===== src/rtl/bc_branch_resolve_unit_pkg.sv =====
// bc_branch_resolve_unit_pkg: shared widths, B-form field offsets, BO bit indices and FSM states
package bc_branch_resolve_unit_pkg;
  localparam int ADDR_W = 64;
  localparam int MAJ_W = 64;
  localparam int MIN_W = 7;
  localparam int PID_W = 20;
  localparam int TID_W = 16;
  localparam int REG_W = 5;
  localparam int IMM_W = 14;
  localparam logic [5:0] BC_OPCODE = 6'd16;
  localparam logic [2:0] BRANCH_UNIT_ID = 3'd6;
  // BO[k] in big-endian field numbering lives at vector bit 4-k
  localparam int BO_CR_IGN = 4;
  localparam int BO_CR_VAL = 3;
  localparam int BO_CTR_IGN = 2;
  localparam int BO_CTR_ZERO = 1;
  localparam int BODY_BO_LSB = 21;
  localparam int BODY_BI_LSB = 16;
  localparam int BODY_BD_LSB = 2;
  localparam int BODY_AA = 1;
  localparam int BODY_LK = 0;
  typedef enum logic [1:0] {IDLE, CR_WAIT, RESOLVE} state_e;
  function automatic logic [ADDR_W-1:0] mode_mask(input logic [ADDR_W-1:0] a, input logic is64);
    return is64 ? a : {{(ADDR_W-32){1'b0}}, a[31:0]};
  endfunction
endpackage


===== src/rtl/bc_branch_resolve_unit_if.sv =====
// bc_branch_resolve_unit_if: decode bundle in, resolution out, between dispatch/fetch and the BC unit
interface bc_branch_resolve_unit_if;
  import bc_branch_resolve_unit_pkg::*;
  logic enable;
  logic [5:0] instructionOpcode;
  logic [2:0] functionalUnitType;
  logic [ADDR_W-1:0] instructionAddress;
  logic [MAJ_W-1:0] instMajId;
  logic [MIN_W-1:0] instMinId;
  logic [PID_W-1:0] instPid;
  logic [TID_W-1:0] instTid;
  logic is64Bit;
  logic [25:0] instructionBody;
  logic busy;
  logic resValid;
  logic resTaken;
  logic [ADDR_W-1:0] resTarget;
  logic lrWrite;
  logic [ADDR_W-1:0] lrData;
  logic [MAJ_W-1:0] resMajId;
  logic [MIN_W-1:0] resMinId;
  logic [PID_W-1:0] resPid;
  logic [TID_W-1:0] resTid;
  modport master(
    output enable, instructionOpcode, functionalUnitType, instructionAddress, instMajId, instMinId,
           instPid, instTid, is64Bit, instructionBody,
    input busy, resValid, resTaken, resTarget, lrWrite, lrData, resMajId, resMinId, resPid, resTid
  );
  modport slave(
    input enable, instructionOpcode, functionalUnitType, instructionAddress, instMajId, instMinId,
          instPid, instTid, is64Bit, instructionBody,
    output busy, resValid, resTaken, resTarget, lrWrite, lrData, resMajId, resMinId, resPid, resTid
  );
endinterface


===== src/rtl/bc_branch_resolve_unit_condition_eval.sv =====
// bc_condition_eval: combinational BO/CR/CTR evaluation producing taken and the decremented CTR
module bc_condition_eval
  import bc_branch_resolve_unit_pkg::*;
(
  input  logic [REG_W-1:1] bo_i,
  input  logic             cr_bit_i,
  input  logic [63:0]      ctr_i,
  input  logic             is64_i,
  output logic             taken_o,
  output logic [63:0]      ctr_m_o
);
  logic ctr_zero;
  assign ctr_m_o = bo_i[BO_CTR_IGN] ? ctr_i : ctr_i - 64'd1;
  assign ctr_zero = is64_i ? ctr_m_o == 64'd0 : ctr_m_o[31:0] == 32'd0;
  assign taken_o = (bo_i[BO_CTR_IGN] | (ctr_zero == bo_i[BO_CTR_ZERO])) &
                   (bo_i[BO_CR_IGN] | (cr_bit_i == bo_i[BO_CR_VAL]));
endmodule


===== src/rtl/bc_branch_resolve_unit.sv =====
// bc_branch_resolve_unit: accepts BC bundles, optionally reads one CR bit, resolves and updates CTR/LR
module bc_branch_resolve_unit
  import bc_branch_resolve_unit_pkg::*;
(
  input  logic                     clock_i,
  input  logic                     reset_i,
  input  logic                     stall_i,
  bc_branch_resolve_unit_if.slave  bus,
  output logic                     crReadReq_o,
  output logic [REG_W-1:0]         crReadBit_o,
  input  logic                     crReadValid_i,
  input  logic                     crReadData_i,
  input  logic                     ctrWrite_i,
  input  logic [63:0]              ctrWriteData_i,
  output logic [63:0]              ctr_o
);
  state_e state_q;
  logic [REG_W-1:1] bo_q;
  logic [REG_W-1:0] bi_q;
  logic [IMM_W-1:0] bd_q;
  logic aa_q, lk_q, is64_q, cr_bit_q, req_q, res_valid_q, taken_q, lr_we_q;
  logic accept, taken, unused_hint;
  logic [ADDR_W-1:0] cia_q, target_q, lr_data_q, disp, tgt, nia;
  logic [63:0] ctr_q, ctr_m;
  logic [MAJ_W-1:0] maj_q;
  logic [MIN_W-1:0] min_q;
  logic [PID_W-1:0] pid_q;
  logic [TID_W-1:0] tid_q;
  // BO[4] is a prediction hint and never affects resolution
  assign unused_hint = bus.instructionBody[BODY_BO_LSB];
  assign accept = state_q == IDLE && bus.enable && !stall_i &&
                  bus.instructionOpcode == BC_OPCODE && bus.functionalUnitType == BRANCH_UNIT_ID;
  assign disp = {{(ADDR_W-IMM_W-2){bd_q[IMM_W-1]}}, bd_q, 2'b00};
  assign nia = mode_mask(cia_q + ADDR_W'(4), is64_q);
  assign tgt = mode_mask(aa_q ? disp : cia_q + disp, is64_q);
  bc_condition_eval u_eval (
    .bo_i(bo_q),
    .cr_bit_i(cr_bit_q),
    .ctr_i(ctr_q),
    .is64_i(is64_q),
    .taken_o(taken),
    .ctr_m_o(ctr_m)
  );
  always_ff @(posedge clock_i) begin
    if (reset_i) begin
      state_q <= IDLE;
      bo_q <= '0;
      bi_q <= '0;
      bd_q <= '0;
      aa_q <= 1'b0;
      lk_q <= 1'b0;
      is64_q <= 1'b0;
      cia_q <= '0;
      maj_q <= '0;
      min_q <= '0;
      pid_q <= '0;
      tid_q <= '0;
      cr_bit_q <= 1'b0;
      req_q <= 1'b0;
      res_valid_q <= 1'b0;
      taken_q <= 1'b0;
      target_q <= '0;
      lr_we_q <= 1'b0;
      lr_data_q <= '0;
      ctr_q <= '0;
    end else begin
      if (ctrWrite_i)
        ctr_q <= ctrWriteData_i;
      else if (state_q == RESOLVE && !stall_i && !bo_q[BO_CTR_IGN])
        ctr_q <= ctr_m;
      // the CR response is taken even under stall so the responder never has to repeat it
      if (state_q == CR_WAIT && req_q && crReadValid_i) begin
        cr_bit_q <= crReadData_i;
        req_q <= 1'b0;
      end
      if (!stall_i) begin
        res_valid_q <= state_q == RESOLVE;
        lr_we_q <= state_q == RESOLVE && lk_q;
        if (accept) begin
          bo_q <= bus.instructionBody[BODY_BO_LSB+REG_W-1 -: REG_W-1];
          bi_q <= bus.instructionBody[BODY_BI_LSB +: REG_W];
          bd_q <= bus.instructionBody[BODY_BD_LSB +: IMM_W];
          aa_q <= bus.instructionBody[BODY_AA];
          lk_q <= bus.instructionBody[BODY_LK];
          is64_q <= bus.is64Bit;
          cia_q <= bus.instructionAddress;
          maj_q <= bus.instMajId;
          min_q <= bus.instMinId;
          pid_q <= bus.instPid;
          tid_q <= bus.instTid;
          req_q <= !bus.instructionBody[BODY_BO_LSB+BO_CR_IGN];
          state_q <= bus.instructionBody[BODY_BO_LSB+BO_CR_IGN] ? RESOLVE : CR_WAIT;
        end else if (state_q == CR_WAIT && (crReadValid_i || !req_q)) begin
          state_q <= RESOLVE;
        end else if (state_q == RESOLVE) begin
          taken_q <= taken;
          target_q <= taken ? tgt : nia;
          lr_data_q <= nia;
          state_q <= IDLE;
        end
      end
    end
  end
  assign crReadReq_o = req_q;
  assign crReadBit_o = bi_q;
  assign ctr_o = ctr_q;
  assign bus.busy = state_q != IDLE;
  assign bus.resValid = res_valid_q;
  assign bus.resTaken = taken_q;
  assign bus.resTarget = target_q;
  assign bus.lrWrite = lr_we_q;
  assign bus.lrData = lr_data_q;
  assign bus.resMajId = maj_q;
  assign bus.resMinId = min_q;
  assign bus.resPid = pid_q;
  assign bus.resTid = tid_q;
endmodule


===== src/flat_wrapper.sv =====
// flat-port wrapper written by rule: the top's interface ports become plain ports
module bc_branch_resolve_unit_flat import bc_branch_resolve_unit_pkg::*;
  (clock_i, reset_i, stall_i, crReadReq_o, crReadBit_o, crReadValid_i, crReadData_i, ctrWrite_i, ctrWriteData_i, ctr_o, bus_enable, bus_instructionOpcode, bus_functionalUnitType, bus_instructionAddress, bus_instMajId, bus_instMinId, bus_instPid, bus_instTid, bus_is64Bit, bus_instructionBody, bus_busy, bus_resValid, bus_resTaken, bus_resTarget, bus_lrWrite, bus_lrData, bus_resMajId, bus_resMinId, bus_resPid, bus_resTid);
  bc_branch_resolve_unit_if bus_i ();
  input  logic clock_i;
  input  logic reset_i;
  input  logic stall_i;
  output logic crReadReq_o;
  output logic [REG_W-1:0] crReadBit_o;
  input  logic crReadValid_i;
  input  logic crReadData_i;
  input  logic ctrWrite_i;
  input  logic [63:0] ctrWriteData_i;
  output logic [63:0] ctr_o;
  input wire logic [$bits(bus_i.enable)-1:0] bus_enable;
  input wire logic [$bits(bus_i.instructionOpcode)-1:0] bus_instructionOpcode;
  input wire logic [$bits(bus_i.functionalUnitType)-1:0] bus_functionalUnitType;
  input wire logic [$bits(bus_i.instructionAddress)-1:0] bus_instructionAddress;
  input wire logic [$bits(bus_i.instMajId)-1:0] bus_instMajId;
  input wire logic [$bits(bus_i.instMinId)-1:0] bus_instMinId;
  input wire logic [$bits(bus_i.instPid)-1:0] bus_instPid;
  input wire logic [$bits(bus_i.instTid)-1:0] bus_instTid;
  input wire logic [$bits(bus_i.is64Bit)-1:0] bus_is64Bit;
  input wire logic [$bits(bus_i.instructionBody)-1:0] bus_instructionBody;
  output wire logic [$bits(bus_i.busy)-1:0] bus_busy;
  output wire logic [$bits(bus_i.resValid)-1:0] bus_resValid;
  output wire logic [$bits(bus_i.resTaken)-1:0] bus_resTaken;
  output wire logic [$bits(bus_i.resTarget)-1:0] bus_resTarget;
  output wire logic [$bits(bus_i.lrWrite)-1:0] bus_lrWrite;
  output wire logic [$bits(bus_i.lrData)-1:0] bus_lrData;
  output wire logic [$bits(bus_i.resMajId)-1:0] bus_resMajId;
  output wire logic [$bits(bus_i.resMinId)-1:0] bus_resMinId;
  output wire logic [$bits(bus_i.resPid)-1:0] bus_resPid;
  output wire logic [$bits(bus_i.resTid)-1:0] bus_resTid;
  assign bus_i.enable = bus_enable;
  assign bus_i.instructionOpcode = bus_instructionOpcode;
  assign bus_i.functionalUnitType = bus_functionalUnitType;
  assign bus_i.instructionAddress = bus_instructionAddress;
  assign bus_i.instMajId = bus_instMajId;
  assign bus_i.instMinId = bus_instMinId;
  assign bus_i.instPid = bus_instPid;
  assign bus_i.instTid = bus_instTid;
  assign bus_i.is64Bit = bus_is64Bit;
  assign bus_i.instructionBody = bus_instructionBody;
  assign bus_busy = bus_i.busy;
  assign bus_resValid = bus_i.resValid;
  assign bus_resTaken = bus_i.resTaken;
  assign bus_resTarget = bus_i.resTarget;
  assign bus_lrWrite = bus_i.lrWrite;
  assign bus_lrData = bus_i.lrData;
  assign bus_resMajId = bus_i.resMajId;
  assign bus_resMinId = bus_i.resMinId;
  assign bus_resPid = bus_i.resPid;
  assign bus_resTid = bus_i.resTid;
  bc_branch_resolve_unit u_core (.clock_i(clock_i), .reset_i(reset_i), .stall_i(stall_i), .bus(bus_i), .crReadReq_o(crReadReq_o), .crReadBit_o(crReadBit_o), .crReadValid_i(crReadValid_i), .crReadData_i(crReadData_i), .ctrWrite_i(ctrWrite_i), .ctrWriteData_i(ctrWriteData_i), .ctr_o(ctr_o));
endmodule

===== config.mk =====
export PLATFORM = sky130hd
export DESIGN_NAME = bc_branch_resolve_unit_flat
export DESIGN_NICKNAME = d
export VERILOG_FILES = /design/src/rtl/bc_branch_resolve_unit_pkg.sv /design/src/rtl/bc_branch_resolve_unit_if.sv /design/src/rtl/bc_branch_resolve_unit_condition_eval.sv /design/src/rtl/bc_branch_resolve_unit.sv /design/src/flat_wrapper.sv
export SDC_FILE = /design/constraint.sdc
export NUM_CORES = 1
export LEC_CHECK = 0
export ABC_AREA = 1
export CAP_MARGIN = 20
export CORE_AREA = 2 2 225 227
export CTS_CLUSTER_DIAMETER = 60
export DETAILED_ROUTE_END_ITERATION = 6
export DIE_AREA = 0 0 227 229
export PLACE_DENSITY = 0.78
export SYNTH_ARGS = -nofsm -noshare
export SYNTH_HDL_FRONTEND = slang
export SYNTH_SLANG_ARGS = --single-unit

===== constraint.sdc =====
create_clock -name clock_i -period 4.48 [get_ports clock_i]
set_input_delay 1.344 -clock clock_i [delete_from_list [all_inputs] [get_ports clock_i]]
set_output_delay 1.344 -clock clock_i [all_outputs]
set_load 0.02 [all_outputs]

Word level (Yosys, flattened, before mapping)
Cells that the tools add are included.

operators by class
  add/sub/neg operators = 3
  eq/ne operators = 6
  mux-type cells = 15
  bitwise operators = 6
  reduce and logical (&&, ||, !) cells = 24

operators with widths
  cell                     count
  $mux W64                 7
  $add A64 B3 Y64 const B  1
  $add A64 B64 Y64         1
  $logic_not A64 Y1        1
  $sub A64 B1 Y64 const B  1
  $logic_not A32 Y1        1
  $logic_and A1 B1 Y1      10
  $mux W2                  4
  $eq A6 B5 Y1 const B     1
  $logic_not A1 Y1         4
  $mux W1                  4
  $reduce_and A2 Y1        2
  $reduce_and A4 Y1        1
  $reduce_bool A2 Y1       2
  $eq A3 B3 Y1 const B     1
  $not A1 Y1               3
  $reduce_bool A3 Y1       1
  $eq A1 B1 Y1             2
  $eq A2 B1 Y1 const B     1
  $eq A2 B2 Y1 const B     1
  $logic_not A2 Y1         1
  $or A1 B1 Y1             2
  $and A1 B1 Y1            1
  $logic_or A1 B1 Y1       1

word-level totals
  flip-flop bits (word level) = 396
  input bits = 278
  output and inout bits = 309
  word-level logic and storage cells = 74

Depth between registers and ports, before layout
Gate-level depths: netlist (run 1).

  depth after elaboration = 8
  mapped depth = 25
  mapped depth without buffers = 24

Hierarchy
A second synthesis (run 1) with hierarchy kept.

unflattened totals
  cell total of the unflattened synthesis = 4012
  area total of the unflattened synthesis = 24666.2 sq um

by module, submodules not included
  module                  instances  cells an instance  area an instance (sq um)  sequential area each (sq um)
  bc_branch_resolve_unit  1          3466               22103.7                   7927.6
  bc_condition_eval       1          546                2562.5                    0.0

Worst setup path before layout (run 1)
Ideal clock, no wire load.

  path type = reg2reg
  from = register u_core.bd_q[13]
  to = register u_core.target_q[47] (netlist: u_core.bus.resTarget[47])
  library setup time = 0.070 ns
  arrival = 3.315 ns
  data required time = 4.410 ns
  setup slack = 1.095 ns
  stages on the path, launching flop included = 14
  buffers on the path = 0
  period minus slack after synthesis = 3.385 ns
  cell sequence = dfxtp_1 > ha_1 > a21o_1 > a21boi_0 > a21boi_0 > o21bai_1 > a21oi_1 > o21ai_0 > or2_2 > nand3_1 > nand2_1 > nand3_1 > nand3_1 > a21oi_1

on the way
  longest elaborated chain between the ends = 4

RTL lines
  what                    line                              RTL
  start, declared         bc_branch_resolve_unit.sv:20      logic [IMM_W-1:0] bd_q;
  start signal, assigned  bc_branch_resolve_unit.sv:82      bd_q <= bus.instructionBody[BODY_BD_LSB +: IMM_W];
  $add A64 B64 Y64        bc_branch_resolve_unit.sv:35      assign tgt = mode_mask(aa_q ? disp : cia_q + disp, is64_q);
  $mux W64 (*)            bc_branch_resolve_unit.sv:35
  $mux W64 (*)            bc_branch_resolve_unit_pkg.sv:24  return is64 ? a : {{(ADDR_W-32){1'b0}}, a[31:0]};
  $mux W64 (*)            bc_branch_resolve_unit.sv:97      target_q <= taken ? tgt : nia;
  end signal, assigned    bc_branch_resolve_unit.sv:97
  end, declared           bc_branch_resolve_unit.sv:23      logic [ADDR_W-1:0] cia_q, target_q, lr_data_q, disp, tgt, nia;

Every way passes the cells marked *; elsewhere a longest branch is shown, timed or not.
A chain may end at the register's enable or synchronous reset.

Worst setup path after layout (run 1)
  from = register u_core.bo_q[2] in the netlist's numbering
  to = register u_core.target_q[19] (netlist: u_core.bus.resTarget[19])

on the way
  longest elaborated chain between the ends = 7
  elaborated cells on any way between the ends = 8
  those cells by class = 1 x eq/ne; 3 x mux; 2 x bitwise; 2 x reduce/logical

RTL lines
  what                                                           line                                         RTL
  start, declared                                                bc_branch_resolve_unit.sv:18                 logic [REG_W-1:1] bo_q;
  start signal, assigned                                         bc_branch_resolve_unit.sv:80                 bo_q <= bus.instructionBody[BODY_BO_LSB+REG_W-1 -: REG_W-1];
  $mux W64                                                       bc_branch_resolve_unit_condition_eval.sv:13  assign ctr_m_o = bo_i[BO_CTR_IGN] ? ctr_i : ctr_i - 64'd1;
  $logic_not A64 Y1 / $logic_not A32 Y1 (equally long branches)  bc_branch_resolve_unit_condition_eval.sv:14  assign ctr_zero = is64_i ? ctr_m_o == 64'd0 : ctr_m_o[31:0] == 32'd0;
  $mux W1                                                        bc_branch_resolve_unit_condition_eval.sv:14
  $eq A1 B1 Y1                                                   bc_branch_resolve_unit_condition_eval.sv:15  assign taken_o = (bo_i[BO_CTR_IGN] | (ctr_zero == bo_i[BO_CTR_ZERO])) &
  $or A1 B1 Y1 (*)                                               bc_branch_resolve_unit_condition_eval.sv:15
  $and A1 B1 Y1 (*)                                              bc_branch_resolve_unit_condition_eval.sv:15
  $mux W64 (*)                                                   bc_branch_resolve_unit.sv:97

Marks and branches as above.

==> impl_metrics.csv, run 1 <==
group,metric,value,unit
die,placementRows,82,
setup_path,required,4.92,ns
place,hpwl,77.9,mm
setup_path,r2r_slack,0.31,ns
global_route,grt_remaining_overflow,0,
detailed_routing,routed_wl,98.6,mm
setup_path,crit_type,"flop to flop",
power_and_ir_drop,sw_frac_of_total,25.3,%
power_and_ir_drop,internal-power,6.29,mW
sta,grt_setup_unrepaired,"false",
sta,fin_skew,0.0177,ns
clock_tree,cts_hold_buf,0,
logic_synthesis,yosysSeqAreaShare,33.5,%
logic_synthesis,netlist.area_leader.share,33.5,%
power_and_ir_drop,power_frac_comb,10.4,%
clock_tree,clock_latency,0.60,ns
logic_synthesis,avgSynthCellArea,6.32,um^2
sta,hold_viol_final,0,
detailed_routing,first_iter_violations,2604,
layout,drive_above_1_share,5.04,%
detailed_routing,drtPass1Iterations,5,
place,routabilityCongestion,1.03,
hold_path,hp-class,"flop to flop",
detailed_routing,routed_via_density,5.46,
sta,period_share,93.0,%
die,die_x,227,um
die,die_y,229,um
setup_path,critPathMaxFanout,27,
layout,final_nets,4611,
die,start_util,47.7,%
sta,tns,0,ns
logic_synthesis,synth_area_leaders,"dfxtp_1 33%, nand2_1 14%, nor2_1 9.9%, o21ai_0 6.6%, inv_1 5.4%",
setup_path,cp-end-kind,"flop",
logic_synthesis,async_flop_share,0,%
power_and_ir_drop,seq_power_share,43.0,%
status,outcome,"completed",
place,io_buffers,585,
logic_synthesis,ys_types,53,
detailed_routing,ant_nets,0,
power_and_ir_drop,p_per_area,264,mW/mm^2
clock_tree,post_cts_buffers,0,
power_and_ir_drop,clock_power_share,46.7,%
place,pre_cts_ws,0.461,ns
sta,period_needed,4.17,ns
sta,worstMarginPinSlew,0.942,ns
power_and_ir_drop,p_switching,2.12,mW
setup_path,start_kind,"flop",
clock_tree,clkTransAtPathRegs,0.06,ns
clock_tree,htreeDepth,2,
die,die_area,0.0520,mm^2
die,io_pins,587,
clock_tree,clock-root-buffer,"clkbuf_16",
setup_path,critical_path_arrival,4.61,ns
detailed_routing,routedWlPerCell,19.8,um
logic_synthesis,synth_warnings,0,
logic_synthesis,synth_edf_count,0,
global_route,grt_pass1_wl,147,mm
logic_synthesis,netlist_area,0.0237,mm^2
logic_synthesis,ys.flop_type,"dfxtp_1",
flow_run,maxCapViolations,0,
logic_synthesis,ys_ff_latch,396,
sta,setup_viol,0,
global_route,antenna_found_initial,8,
clock_tree,numCtsBuffers,47,
clock_tree,cts_tree,"done",
power_and_ir_drop,total_leakage_power,12.9,nW
clock_tree,cts_resized,0,
clock_tree,cts.path.max_buffers,3,
die,core_region_area,0.0497,mm^2
detailed_routing,dr_total_vias,27229,
global_route,grt_pass1_vias,24840,
global_route,track_usage,36.6,%
sta,slew_headroom,37.0,%
sta,slew_violations,0,
clock_tree,cts_sinks,396,
logic_synthesis,synth_nets,4086,
place,placed_cell_area,0.0302,mm^2
logic_synthesis,synth_top_cell_by_area,"dfxtp_1",
layout,area_growth,34.4,%
sta,fmax,240,MHz
sta,fin_ws,0.312,ns
logic_synthesis,synth_cells,3744,
power_and_ir_drop,ir_drop,0.286,mV
layout,post-route-cell-area,0.0318,mm^2
sta,holdWs,0.460,ns
global_route,grt_max_degree,120,
detailed_routing,route.detailed.drc,0,
## logic make-up (layout without fill, tap and decap cells)
logic type / after synthesis / count (layout) / share of synthesized area [%]
compound gates: 731 / 731 / 16.9
mux: 2 / 2 / 0.0846
xor+xnor: 78 / 78 / 2.89
other cells: 0 / 4 / 0
flops: 396 / 396 / 33.5
buf+inv: 509 / 1072 / 8.28
fa+ha+maj: 64 / 64 / 3.42
simple gates: 1964 / 1964 / 34.9
## metal layers
metal	track usage [%]	vias to the layer above	share of wire, %
met3	8.11	187	9.7
met2	58.4	1222	45
li1	-	13314	-
met1	48.2	12500	42
met4	13.7	6	3.9
met5	0	-	0.044
## power by group through the flow
stage | sequential, mW | clock [mW] | combinational, mW
2_1_floorplan | 3.71 | 0 | 0.383
3_3_place_gp | 3.69 | 0 | 0.854
3_5_place_dp | 3.69 | 0 | 0.859
4_1_cts | 3.61 | 3.96 | 0.864
5_1_grt | 3.62 | 4.08 | 0.951
6_report | 3.61 | 3.93 | 0.871
## cell type report
class / instances / area (um^2)
Antenna cell: 4 / 10.0
Clock buffer: 62 / 1310
Clock inverter: 25 / 277
Fill cell: 4736 / 17800
Inverter: 349 / 1320
Multi-Input combinational cell: 2839 / 13800
Sequential cell: 396 / 7930
Tap cell: 672 / 841
Timing Repair Buffer: 636 / 6320
## per-stage QoR
| step | power (mW) | utilization [%] | instances |
|---|---|---|---|
| after global placement | 4.54 | 60.8 | 4892 |
| after floorplan | 4.09 | - | 3744 |
| after CTS | 8.44 | 64.0 | 4979 |
| after global routing | 8.65 | 64.1 | 4983 |
| after detailed placement | 4.55 | 60.8 | 4892 |
| final | 8.41 | 64.1 | 4983 |
## worst paths after layout
path | startpoint | endpoint | cells after the start
setup / recovery | u_core.bo_q[2]$_SDFFE_PP0P_ | u_core.bus.resTarget[19]$_SDFFE_PP0P_ | 18
hold / removal | u_core.bus.resValid$_SDFFE_PP0N_ | u_core.bus.resValid$_SDFFE_PP0N_ | 2
setup reg to reg | u_core.bo_q[2]$_SDFFE_PP0P_ | u_core.bus.resTarget[19]$_SDFFE_PP0P_ | 18
hold reg to reg | u_core.bus.resValid$_SDFFE_PP0N_ | u_core.bus.resValid$_SDFFE_PP0N_ | 2
## placed cells by master, fill, tap and decap left out, types with 5 or more instances in the layout
master,netlist,layout
nand2_1,885,883
nor2_1,622,620
clkdlybuf4s50_1,0,583
dfxtp_1,396,395
inv_1,339,339
o21ai_0,313,313
a21oi_1,239,239
nand3_1,236,236
a31oi_1,74,74
ha_1,63,63
nor3_1,58,58
nand4_1,50,50
clkbuf_16,0,47
xor2_1,46,46
buf_4,1,45
or2_2,35,35
xnor2_1,32,32
o21a_1,29,29
o211ai_1,26,26
nor4_1,19,18
o21bai_1,16,16
nand3b_1,15,15
nor2_2,13,14
a21o_1,11,11
nor2_4,8,9
clkinv_2,0,9
clkbuf_8,0,8
inv_6,0,7
clkbuf_1,141,7
buf_12,0,7
inv_2,7,6
and2_1,5,5
nand3_2,5,5
## registers in the layout, summed over array words and instances, names as in the netlist, 2 cells and up
register / count
u_core.state_q: 2
u_core.bo_q: 4
u_core.bd_q: 14
u_core.bus.resMinId: 7
u_core.ctr_o: 64
u_core.crReadBit_o: 5
u_core.bus.resTarget: 64
u_core.cia_q: 64
u_core.bus.resPid: 20
u_core.bus.resMajId: 64
u_core.bus.resTid: 16
u_core.bus.lrData: 64
## worst max-delay path: stages, from the launching register on
cell,delay (ns)
dfxtp_1,0.36
inv_2,0.27
nand2_1,0.16
nor2_2,0.26
nand2_1,0.22
nor2_1,0.43
xnor2_1,0.21
nand4_1,0.11
nor2_1,0.12
nand2_1,0.08
nor2_1,0.27
nand2_1,0.11
nand2_1,0.11
nand3_4,0.20
nand2_4,0.39
buf_4,0.32
nand2_1,0.07
nand3_1,0.19
a21oi_1,0.10
## synth_stat cells, types with 4 or more instances
library cell	count
nand2_1	885
nor2_1	622
dfxtp_1	396
inv_1	339
o21ai_0	313
a21oi_1	239
nand3_1	236
clkbuf_1	141
a31oi_1	74
ha_1	63
nor3_1	58
nand4_1	50
xor2_1	46
or2_2	35
xnor2_1	32
o21a_1	29
o211ai_1	26
nor4_1	19
o21bai_1	16
nand3b_1	15
nor2_2	13
a21o_1	11
nor2_4	8
buf_1	7
inv_2	7
buf_2	6
and2_1	5
buf_6	5
nand3_2	5
a21boi_0	4
o21ai_1	4
o22ai_1	4
Note: power is estimated with default switching activity, not from simulation.
==> inputs of run 2 (changes only) <==
ABC_CLOCK_PERIOD_IN_PS = 4480   (was not set)
CTS_BUF_LIST = sky130_fd_sc_hd__clkbuf_8 sky130_fd_sc_hd__clkbuf_16   (was not set)
==> impl_metrics.csv, run 2 (synthesis gave the netlist of run 1 again) <==
group,metric,value,unit
setup_path,path_cells,"inv_2, nand2_1, nor2_2, nand2_1, nor2_1, xnor2_1, nand4_1, nor2_1, nand2_1, nor2_1, nand2_1, nand2_1, nand3_4, nand2_4, buf_4, nand2_1, nand3_1, a21oi_1",
layout,area_growth,34.4,%
sta,fin_ws,0.335,ns
layout,layout_common_cells,"883 x nand2_1, 620 x nor2_1, 583 x clkdlybuf4s50_1",
hold_path,min-delay-start,"u_core.bus.resValid$_SDFFE_PP0N_",
power_and_ir_drop,total_power,8.40,mW
sta,period_needed,4.14,ns
sta,period_share,92.5,%
place,routabilityCongestion,1.03,
setup_path,crit_type,"flop to flop",
clock_tree,clock-root-buffer,"clkbuf_16",
detailed_routing,routed_wl,98.8,mm
place,placed_cells,4892,
global_route,grt_max_degree,120,
die,io_pins,587,
clock_tree,cts_hold_buf,0,
clock_tree,htreeDepth,2,
sta,slew_violations,0,
sta,hold_viol_final,0,
global_route,grt_remaining_overflow,0,
setup_path,slowest_delay,0.44,ns
setup_path,required,4.92,ns
detailed_routing,dr_total_vias,27222,
layout,final_nets,4611,
setup_path,critPathMaxFanout,27,
clock_tree,cts_resized,0,
global_route,grt_pass1_wl,147,mm
setup_path,startpoint,"u_core.bo_q[2]$_SDFFE_PP0P_",
power_and_ir_drop,total_leakage_power,12.9,nW
setup_path,start_kind,"flop",
global_route,track_usage,36.6,%
hold_path,hp-class,"flop to flop",
detailed_routing,first_iter_violations,2675,
detailed_routing,ant_nets,0,
sta,fin_skew,0.0171,ns
clock_tree,cts.path.max_buffers,3,
power_and_ir_drop,ir_drop,0.289,mV
sta,setup_viol,0,
clock_tree,post_cts_buffers,0,
hold_path,hold_depth,2,
layout,fin_cells,4983,
setup_path,cpMaxStageDelayCell,"nor2_1",
sta,tns,0,ns
sta,worstMarginPinSlew,0.939,ns
clock_tree,cts_tree,"done",
setup_path,cp-end-kind,"flop",
detailed_routing,routedWlPerCell,19.8,um
layout,final_common_cell,"nand2_1",
die,placementRows,82,
die,start_util,47.7,%
clock_tree,clkTransAtPathRegs,0.06,ns
detailed_routing,route.detailed.drc,0,
die,die_x,227,um
place,io_buffers,585,
clock_tree,cts_sinks,396,
sta,fmax,241,MHz
place,pre_cts_ws,0.461,ns
power_and_ir_drop,p_per_area,264,mW/mm^2
sta,grt_setup_unrepaired,"false",
layout,drive_above_1_share,5.04,%
clock_tree,clock_latency,0.60,ns
layout,fillers,4736,
detailed_routing,drtPass1Iterations,5,
detailed_routing,routed_via_density,5.46,
global_route,antenna_found_initial,8,
setup_path,critical_path_arrival,4.59,ns
status,outcome,"completed",
die,core_region_area,0.0497,mm^2
flow_run,maxCapViolations,0,
setup_path,reg2reg_depth,18,
place,hpwl,77.9,mm
global_route,grt_pass1_vias,24847,
setup_path,r2r_start,"u_core.bo_q[2]$_SDFFE_PP0P_",
die,die_y,229,um
clock_tree,numCtsBuffers,47,
setup_path,crit_top_cell,"nand2_1",
sta,slew_headroom,37.2,%
die,die_area,0.0520,mm^2
==> run 2: cell types whose count changed in the layout (fill, tap and decap cells not counted), sizes merged <==
| cell | previous run | this run |
|---|---|---|
| clkbuf | 62 | 55 |
| inv | 354 | 361 |
==> run 2: worst paths after layout <==
check             slack [ns]                               endpoint
hold reg to reg         0.46       u_core.bus.resValid$_SDFFE_PP0N_
hold / removal          0.46       u_core.bus.resValid$_SDFFE_PP0N_
setup reg to reg        0.34  u_core.bus.resTarget[19]$_SDFFE_PP0P_
setup / recovery        0.34  u_core.bus.resTarget[19]$_SDFFE_PP0P_
==> run 2: power breakdown <==
part / switching [mW] / total [mW] / leakage, nW / internal [mW]
sequential: 0.0598 / 3.62 / 3.20 / 3.56
clock: 1.61 / 3.91 / 0.810 / 2.30
combinational: 0.456 / 0.871 / 8.88 / 0.415
==> run 2: layout make-up <==
type	count	area, um^2	area share [%]
antenna	4	10.0	0.0315
clock buffer	55	1290	4.04
clock inverter	32	303	0.952
inverter	349	1320	4.14
multi-input combinational	2839	13800	43.4
sequential	396	7930	24.9
tap	672	841	2.64
timing repair buffer	636	6320	19.9
==> run 2: worst max-delay path, delay by kind of cell (launching register included) <==
family | cells | cell delay [ns]
compound gates | 1 | 0.10
flops | 1 | 0.36
xor+xnor | 1 | 0.21
simple gates | 14 | 2.69
buf+inv | 2 | 0.59
==> run 2: through the flow <==
stage	util [%]	hold slack, ns	instance area (um^2)
after floorplan	-	0.438	23700
final	64.1	0.460	31800
after global routing	64.1	0.481	31800
after global placement	60.8	0.446	30200
after detailed placement	60.8	0.449	30200
after CTS	64.0	0.457	31800
==> run 2: per-layer routing <==
layer,part of all wire [%],up-vias,global-route usage (%)
met4,3.8,6,13.7
met5,0.038,-,0
li1,-,13314,-
met3,9.3,184,8.12
met1,42,12508,48.2
met2,45,1210,58.4
